## src/rtl/decode_scoreboard.sv

```systemverilog
// Decode-stage register scoreboard: per-register outstanding-write counters and
// latency timers produce a stall request. Define SCOREBOARD_FWD_EN to release sources once their timer expires.
module decode_scoreboard #(
   parameter  int NREGS  = 32,
   parameter  int LAT_W  = 3,
   parameter  int CNT_W  = 2,
   localparam int RIDX_W = $clog2(NREGS)
) (
   input  logic              clk,
   input  logic              Rst,
   input  logic              dbg,
   input  logic              mem_hold,
   input  logic              issue_valid,
   input  logic [RIDX_W-1:0] issue_rd,
   input  logic [LAT_W-1:0]  issue_lat,
   input  logic [RIDX_W-1:0] chk_rs1,
   input  logic [RIDX_W-1:0] chk_rs2,
   input  logic              chk_rs1_used,
   input  logic              chk_rs2_used,
   input  logic [RIDX_W-1:0] chk_rd,
   input  logic              chk_rd_used,
   input  logic              wb_valid,
   input  logic [RIDX_W-1:0] wb_rd,
   output logic              hz,
   output logic [NREGS-1:0]  pend_vec,
   output logic              err
);

   logic [CNT_W-1:0] cnt_q [NREGS];
   logic [CNT_W-1:0] cnt_d [NREGS];
   logic [LAT_W-1:0] tmr_q [NREGS];
   logic [LAT_W-1:0] tmr_d [NREGS];
   logic             err_q, err_d;

   logic frz, iss_acc, wb_hit, wb_acc, blk_rs1, blk_rs2;

   // NOTE: every variable gets a default at the top of always_comb so no path can infer a latch.
   always_comb begin
      cnt_d   = cnt_q;
      tmr_d   = tmr_q;
      err_d   = err_q;
      frz     = dbg | mem_hold;
      iss_acc = issue_valid & ~frz & (issue_rd != '0);
      wb_hit  = wb_valid & ~frz & (wb_rd != '0);
      wb_acc  = wb_hit & (cnt_q[wb_rd] != '0);

      if (!frz) begin
         for (int r = 1; r < NREGS; r++) begin
            if (tmr_q[r] != '0) tmr_d[r] = tmr_q[r] - LAT_W'(1);
         end
      end

      if (wb_hit && cnt_q[wb_rd] == '0) err_d = 1'b1;
      if (iss_acc) tmr_d[issue_rd] = issue_lat;

      // A matched issue/writeback pair cancels, even when the counter is saturated.
      if (!(iss_acc && wb_acc && issue_rd == wb_rd)) begin
         if (wb_acc) cnt_d[wb_rd] = cnt_q[wb_rd] - CNT_W'(1);
         if (iss_acc) begin
            if (cnt_q[issue_rd] == '1) err_d = 1'b1;
            else                       cnt_d[issue_rd] = cnt_q[issue_rd] + CNT_W'(1);
         end
      end

      cnt_d[0] = '0;
      tmr_d[0] = '0;
   end

   // NOTE: the counter/timer arrays are control state, not data storage, so every entry is reset.
   always_ff @(posedge clk) begin
      if (Rst) begin
         for (int r = 0; r < NREGS; r++) begin
            cnt_q[r] <= '0;
            tmr_q[r] <= '0;
         end
         err_q <= 1'b0;
      end else begin
         cnt_q <= cnt_d;
         tmr_q <= tmr_d;
         err_q <= err_d;
      end
   end

   always_comb begin
`ifdef SCOREBOARD_FWD_EN
      blk_rs1 = (cnt_q[chk_rs1] != '0) & (tmr_q[chk_rs1] != '0);
      blk_rs2 = (cnt_q[chk_rs2] != '0) & (tmr_q[chk_rs2] != '0);
`else
      blk_rs1 = (cnt_q[chk_rs1] != '0);
      blk_rs2 = (cnt_q[chk_rs2] != '0);
`endif
      hz = (chk_rs1_used & blk_rs1) | (chk_rs2_used & blk_rs2) |
           (chk_rd_used & ((tmr_q[chk_rd] != '0) | (cnt_q[chk_rd] == '1)));
   end

   always_comb begin
      pend_vec = '0;
      for (int r = 0; r < NREGS; r++) pend_vec[r] = (cnt_q[r] != '0);
   end

   assign err = err_q;

endmodule

```

## config.mk

```make
export PLATFORM = sky130hd
export DESIGN_NAME = decode_scoreboard
export DESIGN_NICKNAME = d
export VERILOG_FILES = /design/src/rtl/decode_scoreboard.sv
export SDC_FILE = /design/constraint.sdc
export NUM_CORES = 1
export LEC_CHECK = 0
export ABC_AREA = 1
export CAP_MARGIN = 20
export CORE_UTILIZATION = 45
export DETAILED_ROUTE_END_ITERATION = 10
export SLEW_MARGIN = 25
export SYNTH_ARGS = -nofsm -noshare
export SYNTH_HDL_FRONTEND = slang
export SYNTH_SLANG_ARGS = --single-unit
```

## constraint.sdc

```tcl
create_clock -name clk -period 4.2 [get_ports clk]
set_clock_uncertainty 0.2 [all_clocks]
set_input_delay 0.84 -clock clk [delete_from_list [all_inputs] [get_ports clk]]
set_output_delay 0.84 -clock clk [all_outputs]
set_load 0.02 [all_outputs]
```

# After elaboration in Yosys (flattened, before gate mapping)
# Index checks and enable logic that the tools add are counted.
word_totals:
  inputBits: 37
  reg_bits: 158
op_classes:
  mux: 68
  n_addsub: 33
  n_reduce_logical: 75
  magnitude_cmp: 7
  n_eq_ne: 3
  bitwise: 18
ops:
  columns: ["cell", "n"]
  rows:
  - ["64-bit 2-to-1 mux", 4]
  - ["93-bit 2-to-1 mux", 2]
  - ["64-bit bitwise mux", 2]
  - ["3-bit 2-to-1 mux", 34]
  - ["96-bit bitwise mux", 1]
  - ["3-bit nonzero test", 32]
  - ["3-bit by 1-bit subtractor with 3-bit output (second input constant)", 31]
  - ["2-bit nonzero test", 35]
  - ["2-bit binary-select mux with 5-bit select", 5]
  - ["6-bit greater-or-equal comparator (second input constant)", 5]
  - ["5-bit inverter with 6-bit output", 5]
  - ["2-bit 2-to-1 mux", 12]
  - ["2-bit demux with 5-bit select", 2]
  - ["3-bit binary-select mux with 5-bit select", 1]
  - ["3-bit demux with 5-bit select", 1]
  - ["6-bit by 1-bit less-than comparator with 1-bit output (second input constant)", 2]
  - ["5-bit nonzero test", 2]
  - ["1-bit AND", 8]
  - ["5-bit == test", 1]
  - ["1-bit logical AND", 5]
  - ["2-bit == test (second input constant)", 2]
  - ["1-bit 2-to-1 mux", 4]
  - ["1-bit OR", 4]
  - ["2-bit by 1-bit adder with 2-bit output (second input constant)", 1]
  - ["3 further kinds", 3]

# Longest topological paths before layout
logic_depth:
  ltp_word: 12
  mapped_depth: 20
  mapped_depth_nobuf: 17

# Least setup slack after synthesis
# Ideal clock, no wire load.
synth_timing:
  path_type: "input port to flip-flop"
  start: "in issue_rd[1]"
  end: "reg cnt_q[43] (netlist name)"
  arrival_ns: 3.135
  cell_stages: 15
  setup_time_ns: 0.132
  slack_ns: 0.733
  required_time_ns: 3.868
  path_cell_list: "buf_2 > buf_2 > nand2_1 > buf_2 > o22ai_1 > o21ai_0 > o2111ai_1 > or2_2 > ha_1 > inv_1 > clkbuf_1 > clkbuf_1 > nand2_1 > nand3_1 > a21oi_1"
synth_between:
  elab_chain_cells: 8
  word_cells_on_any_way: 19
synth_rtl:
  columns: ["element", "line", "rtl"]
  rows:
  - ["start: declaration", "14", "input logic [RIDX_W-1:0] issue_rd,"]
  - ["5-bit inverter with 6-bit output (implied by the code)", "60, 61", null]
  - ["2-bit binary-select mux with 5-bit select, or another cell as far along", "60, 61", null]
  - ["2-bit 2-to-1 mux (implied by the code) / 1-bit logical AND (equally long branches)", "60, 61", null]
  - ["2-bit 2-to-1 mux, on equally long branches", "60, 61", null]
  - ["2-bit by 1-bit adder with 2-bit output / 2-bit demux with 5-bit select (equally long branches)", "61", "else cnt_d[issue_rd] = cnt_q[issue_rd] + CNT_W'(1);"]
  - ["64-bit bitwise mux", "61", null]
  - ["64-bit 2-to-1 mux", "60", "if (cnt_q[issue_rd] == '1) err_d = 1'b1;"]
  - ["64-bit 2-to-1 mux", "59", "if (iss_acc) begin"]
  - ["end signal: assignment", "78", "cnt_q <= cnt_d;"]
  - ["end: declaration", "29", "logic [CNT_W-1:0] cnt_q [NREGS];"]
# Several ways; a longest one is shown, not always the timed one. The select of a mux whose other input is x is not followed.
# A chain may end at the register's enable or synchronous reset.

# Worst setup path in the final report
layout_timing:
  start: "in chk_rs2[0]"
  end: "out hz"
layout_between:
  elab_chain_cells: 8
layout_rtl:
  columns: ["element", "line", "rtl"]
  rows:
  - ["start: declaration", "17", "input logic [RIDX_W-1:0] chk_rs2,"]
  - ["5-bit inverter with 6-bit output (implied by the code)", "90", "blk_rs2 = (cnt_q[chk_rs2] != '0);"]
  - ["2-bit binary-select mux with 5-bit select", "90", null]
  - ["2-bit 2-to-1 mux (implied by the code) (2 in a row)", "90", null]
  - ["2-bit nonzero test", "90", null]
  - ["1-bit AND", "92", "hz = (chk_rs1_used & blk_rs1) | (chk_rs2_used & blk_rs2) |"]
  - ["1-bit OR (2 in a row)", "92", null]
  - ["end: declaration", "24", "output logic hz,"]
# Every way passes these cells. The select of a mux whose other input is x is not followed.

==> run summary <==
The run finished with clean final reports. IR analysis of the VDD net gives a maximum drop of 275.7 uV. The path with the worst hold slack has its endpoint at cnt_q[16].

The net count after synthesis came out at 2293. Pin count of the biggest net entering global routing: 94. The tools report the number of remaining DRC errors as 0.

The analysis attributes to cell leakage a power of 6.889 nW. The min-delay analysis places its worst path in the category register to register. The logs give 4 for the number of H-tree levels and 2887 for the number of fill cells in the layout. Summing the sequential cell areas from Yosys gives 23.93% of the chip area. A synthesized cell averages 6.040 um^2.

At the pin with the least slew margin, the transition time is 0.8670 ns. The tools report the number of sinks handled by clock tree synthesis as 156. The synthesized netlist devotes 2.281% of its cell area to XOR and XNOR gates. The congestion estimate from routability-driven global placement came to 1.009. In this run the core area contains 61 standard-cell rows.

Buffers inserted to repair hold after CTS numbered 0. Number of global-route vias before repair: 13580. The layout cell share with drive strength beyond 1 was 10.03%. On the final layout, the worst hold slack is 0.2864 ns. The die is 172.3 um tall.

Yosys mapped a number of flops with a built-in enable equal to 0. Dividing the detail-routed wire length by the instance count gives 19.46 um. The tools report the total routing resource utilization after global routing as 35.09%. Dividing total power by cell area gives a power density of 233.1 nW/um^2.

Counting every instance in the synthesized netlist gives 2161. Maximum root-to-sink buffer count: 2. The most used flip-flop cell after synthesis is dfxtp_1. For this block, the routed nets add up to 51620 um of wire. For the worst-skew pair, the clock arrives at the later sink with an insertion delay of 0.46 ns.

Clock-pin slew was measured on the worst setup and hold paths at 0.07 ns. The tools report the initial antenna violation count as 1. Leaving out fill and tap cells, the most frequent cell in the layout is nand2_1. The multiplexer share of the synthesized area works out to 0%. The tools report the critical path endpoint category as an output port.

The tools report the aggregate global routing overflow as 0. Port buffering added 69 buffers. The net total in the final layout came out at 2392. In this run the remaining antenna-violating nets after routing total 0. After clock tree synthesis, the setup repair step added 0 buffers. At the worst endpoint, the required time is 3.16 ns. Origin of the critical flop-to-flop path: cnt_q[22].

The mapped netlist covers 13050 um^2. In the layout the commonest cells are 552 x nand2_1, 258 x inv_1, 223 x o21ai_0, 204 x a21oi_1, 181 x nor2_1. Summing the areas of all compound-gate instances in the mapped netlist gives 18.42% of the synthesized area. TritonCTS built the clock tree. Data arrives at the worst endpoint at 2.91 ns. The cell sitting at the root of the clock tree is a clkbuf_16. During synthesis, Yosys emitted a total of 0 warnings. After routing, the total negative slack on setup checks comes to 0 ns. Buffers inserted during clock tree synthesis total 17.

Summing the areas of all and, or, nand and nor instances in the mapped netlist gives 34.53% of the synthesized area. Along the worst hold path, the cell count comes to 2. Detailed routing inserted a total of 14820 vias. The placed instances occupy a cell area of 14650 um^2. The number of hold-slack violations in the final timing report is 0, and the effective utilization at floorplan is 46.35%. Measured against its own limit, the worst slew margin works out to 42.20%.

The tools report the area of the die as 29690 um^2. After synthesis, the largest family of logic cells by area is simple AND/OR/NAND/NOR gates. The floorplan step set the die width to 172.3 um. The first TritonRoute pass finished after 6 iterations. The boundary pin count was 71; the area inside the core boundary was 28160 um^2. The logs give 1.28 ns for the slack of the worst reg-to-reg path and 40 for the count of cell types in the netlist. In the synthesized netlist the async set-or-reset flop fraction comes to 0%.

From synthesis to final layout, the design area changed by 16.64%. The category of the most critical setup path was primary input to output port. The period utilization came out at 94.10%. For the finished layout, the period the worst path requires is 3.952 ns. The finished cells cover 15220 um^2.

Dividing the detail-routed via count by the number of cells gives 5.589. The number of storage elements in the synthesis netlist is 156. The worst hold path begins at cnt_q[16]. Setup repair after global routing left no endpoint under its margin. The max-capacitance violation count was 0; the arithmetic-cell share of the synthesized area counting full adders, half adders and majority gates was 9.107%. The tools report the half-perimeter wire length after placement as 39170 um. Setup violations remaining at the end of the flow were counted as 0. In this run, post-CTS repair resized a total of 2 instances. For this run, the top clock speed supported by timing is 253.0 MHz. The biggest fanout along the worst timing path came out at 5. The endpoint identified for the worst register-to-register timing path is cnt_q[48]. For this block, the initial DRC count from the detailed router was 1478. Max-slew violation total from the final report: 0. The worst register-to-register path has a depth of 18.

STA classifies the critical path startpoint as a primary input. The first global-routing pass estimated 77880 um of wire.
## worst max-delay path by stage
stage / from / to / slack [ns]
6_report: chk_rs2[0] / hz / 0.25
5_1_grt: chk_rs2[0] / hz / 0.07
4_1_cts: chk_rd[1] / hz / 0.25
3_5_place_dp: chk_rd[0] / hz / -0.08
3_3_place_gp: chk_rd[0] / hz / -0.04
2_1_floorplan: issue_rd[1] / cnt_q[43] / 0.73
## routing by layer
metal | vias up | share of wire (%) | global-route usage [%] | routed length (um)
met5 | - | 0 | 0 | 0
met4 | 0 | 4.0 | 15.66 | 2039
met3 | 129 | 7.9 | 6.455 | 4072
met2 | 652 | 45 | 56.36 | 23000
met1 | 6883 | 44 | 45.52 | 22510
li1 | 7158 | - | - | -
## synthesized netlist by cell type, drive strengths merged, types with 22 or more instances
cell type / count / share of area, %
dfxtp: 156 / 24
xor2: 32 / 2.1
nand4: 25 / 1.5
ha: 95 / 9.1
o22ai: 22 / 1.1
nand2: 562 / 16
or2: 32 / 1.5
nor2: 210 / 6.9
o21ai: 223 / 8.6
a21oi: 204 / 7.8
nand3: 177 / 6.8
buf: 36 / 1.9
inv: 273 / 7.9
clkbuf: 53 / 1.5
## per-stage QoR
step / std cells / total power, mW / utilization (%) / worst slack, ns
finish: 2652 / 3.548 / 54.06 / 0.2478
global route: 2651 / 3.652 / 54.05 / 0.07200
CTS: 2651 / 3.556 / 54.05 / 0.2495
detailed placement: 2619 / 1.986 / 52.03 / -0.07608
global placement: 2619 / 1.983 / 52.03 / -0.03949
floorplan: 2161 / 1.782 / - / 0.7330
## flip-flops by register name, summed over array words and instances (netlist names)
signal,count
tmr_q,93
cnt_q,62
err,1
## kinds of logic (layout without fill, tap and decap cells)
family	after synthesis	count (layout)
xor gates and xnor gates	34	34
buffers and inverters	376	488
AOI/OAI and AO/OA	467	467
adders and majority gates	95	95
and+or+nand+nor	1032	1032
DFF	156	156
other	1	2
## area by class of cell
cell class	count	area [um^2]	share of cell area (%)
Clock inverter	12	112.6	0.7396
Inverter	287	1080	7.092
Tap cell	378	473.0	3.107
Clock buffer	20	456.7	3.000
Multi-Input combinational cell	1629	8404	55.20
Sequential cell	156	3123	20.51
Antenna cell	1	2.502	0.01644
Timing Repair Buffer	169	1573	10.33
## worst max-delay path, cell delays in order
cell,delay [ns]
clkdlybuf4s50_1,0.55
inv_1,0.11
nor2_1,0.23
nand3_1,0.17
nand2_1,0.09
nor2_1,0.04
nand2_1,0.05
nand2_1,0.08
nand2_1,0.07
nand3_1,0.07
nand3_1,0.08
nand2_1,0.10
inv_1,0.07
nand2_1,0.04
dlygate4sd2_1,0.32
## where the power goes
group / total [mW] / internal (mW) / switching, mW / leakage [nW]
sequential: 1.50 / 1.49 / 0.00911 / 1.26
combinational: 0.461 / 0.160 / 0.301 / 5.35
clock: 1.59 / 0.853 / 0.734 / 0.277
Note: power is estimated with default switching activity, not from simulation.
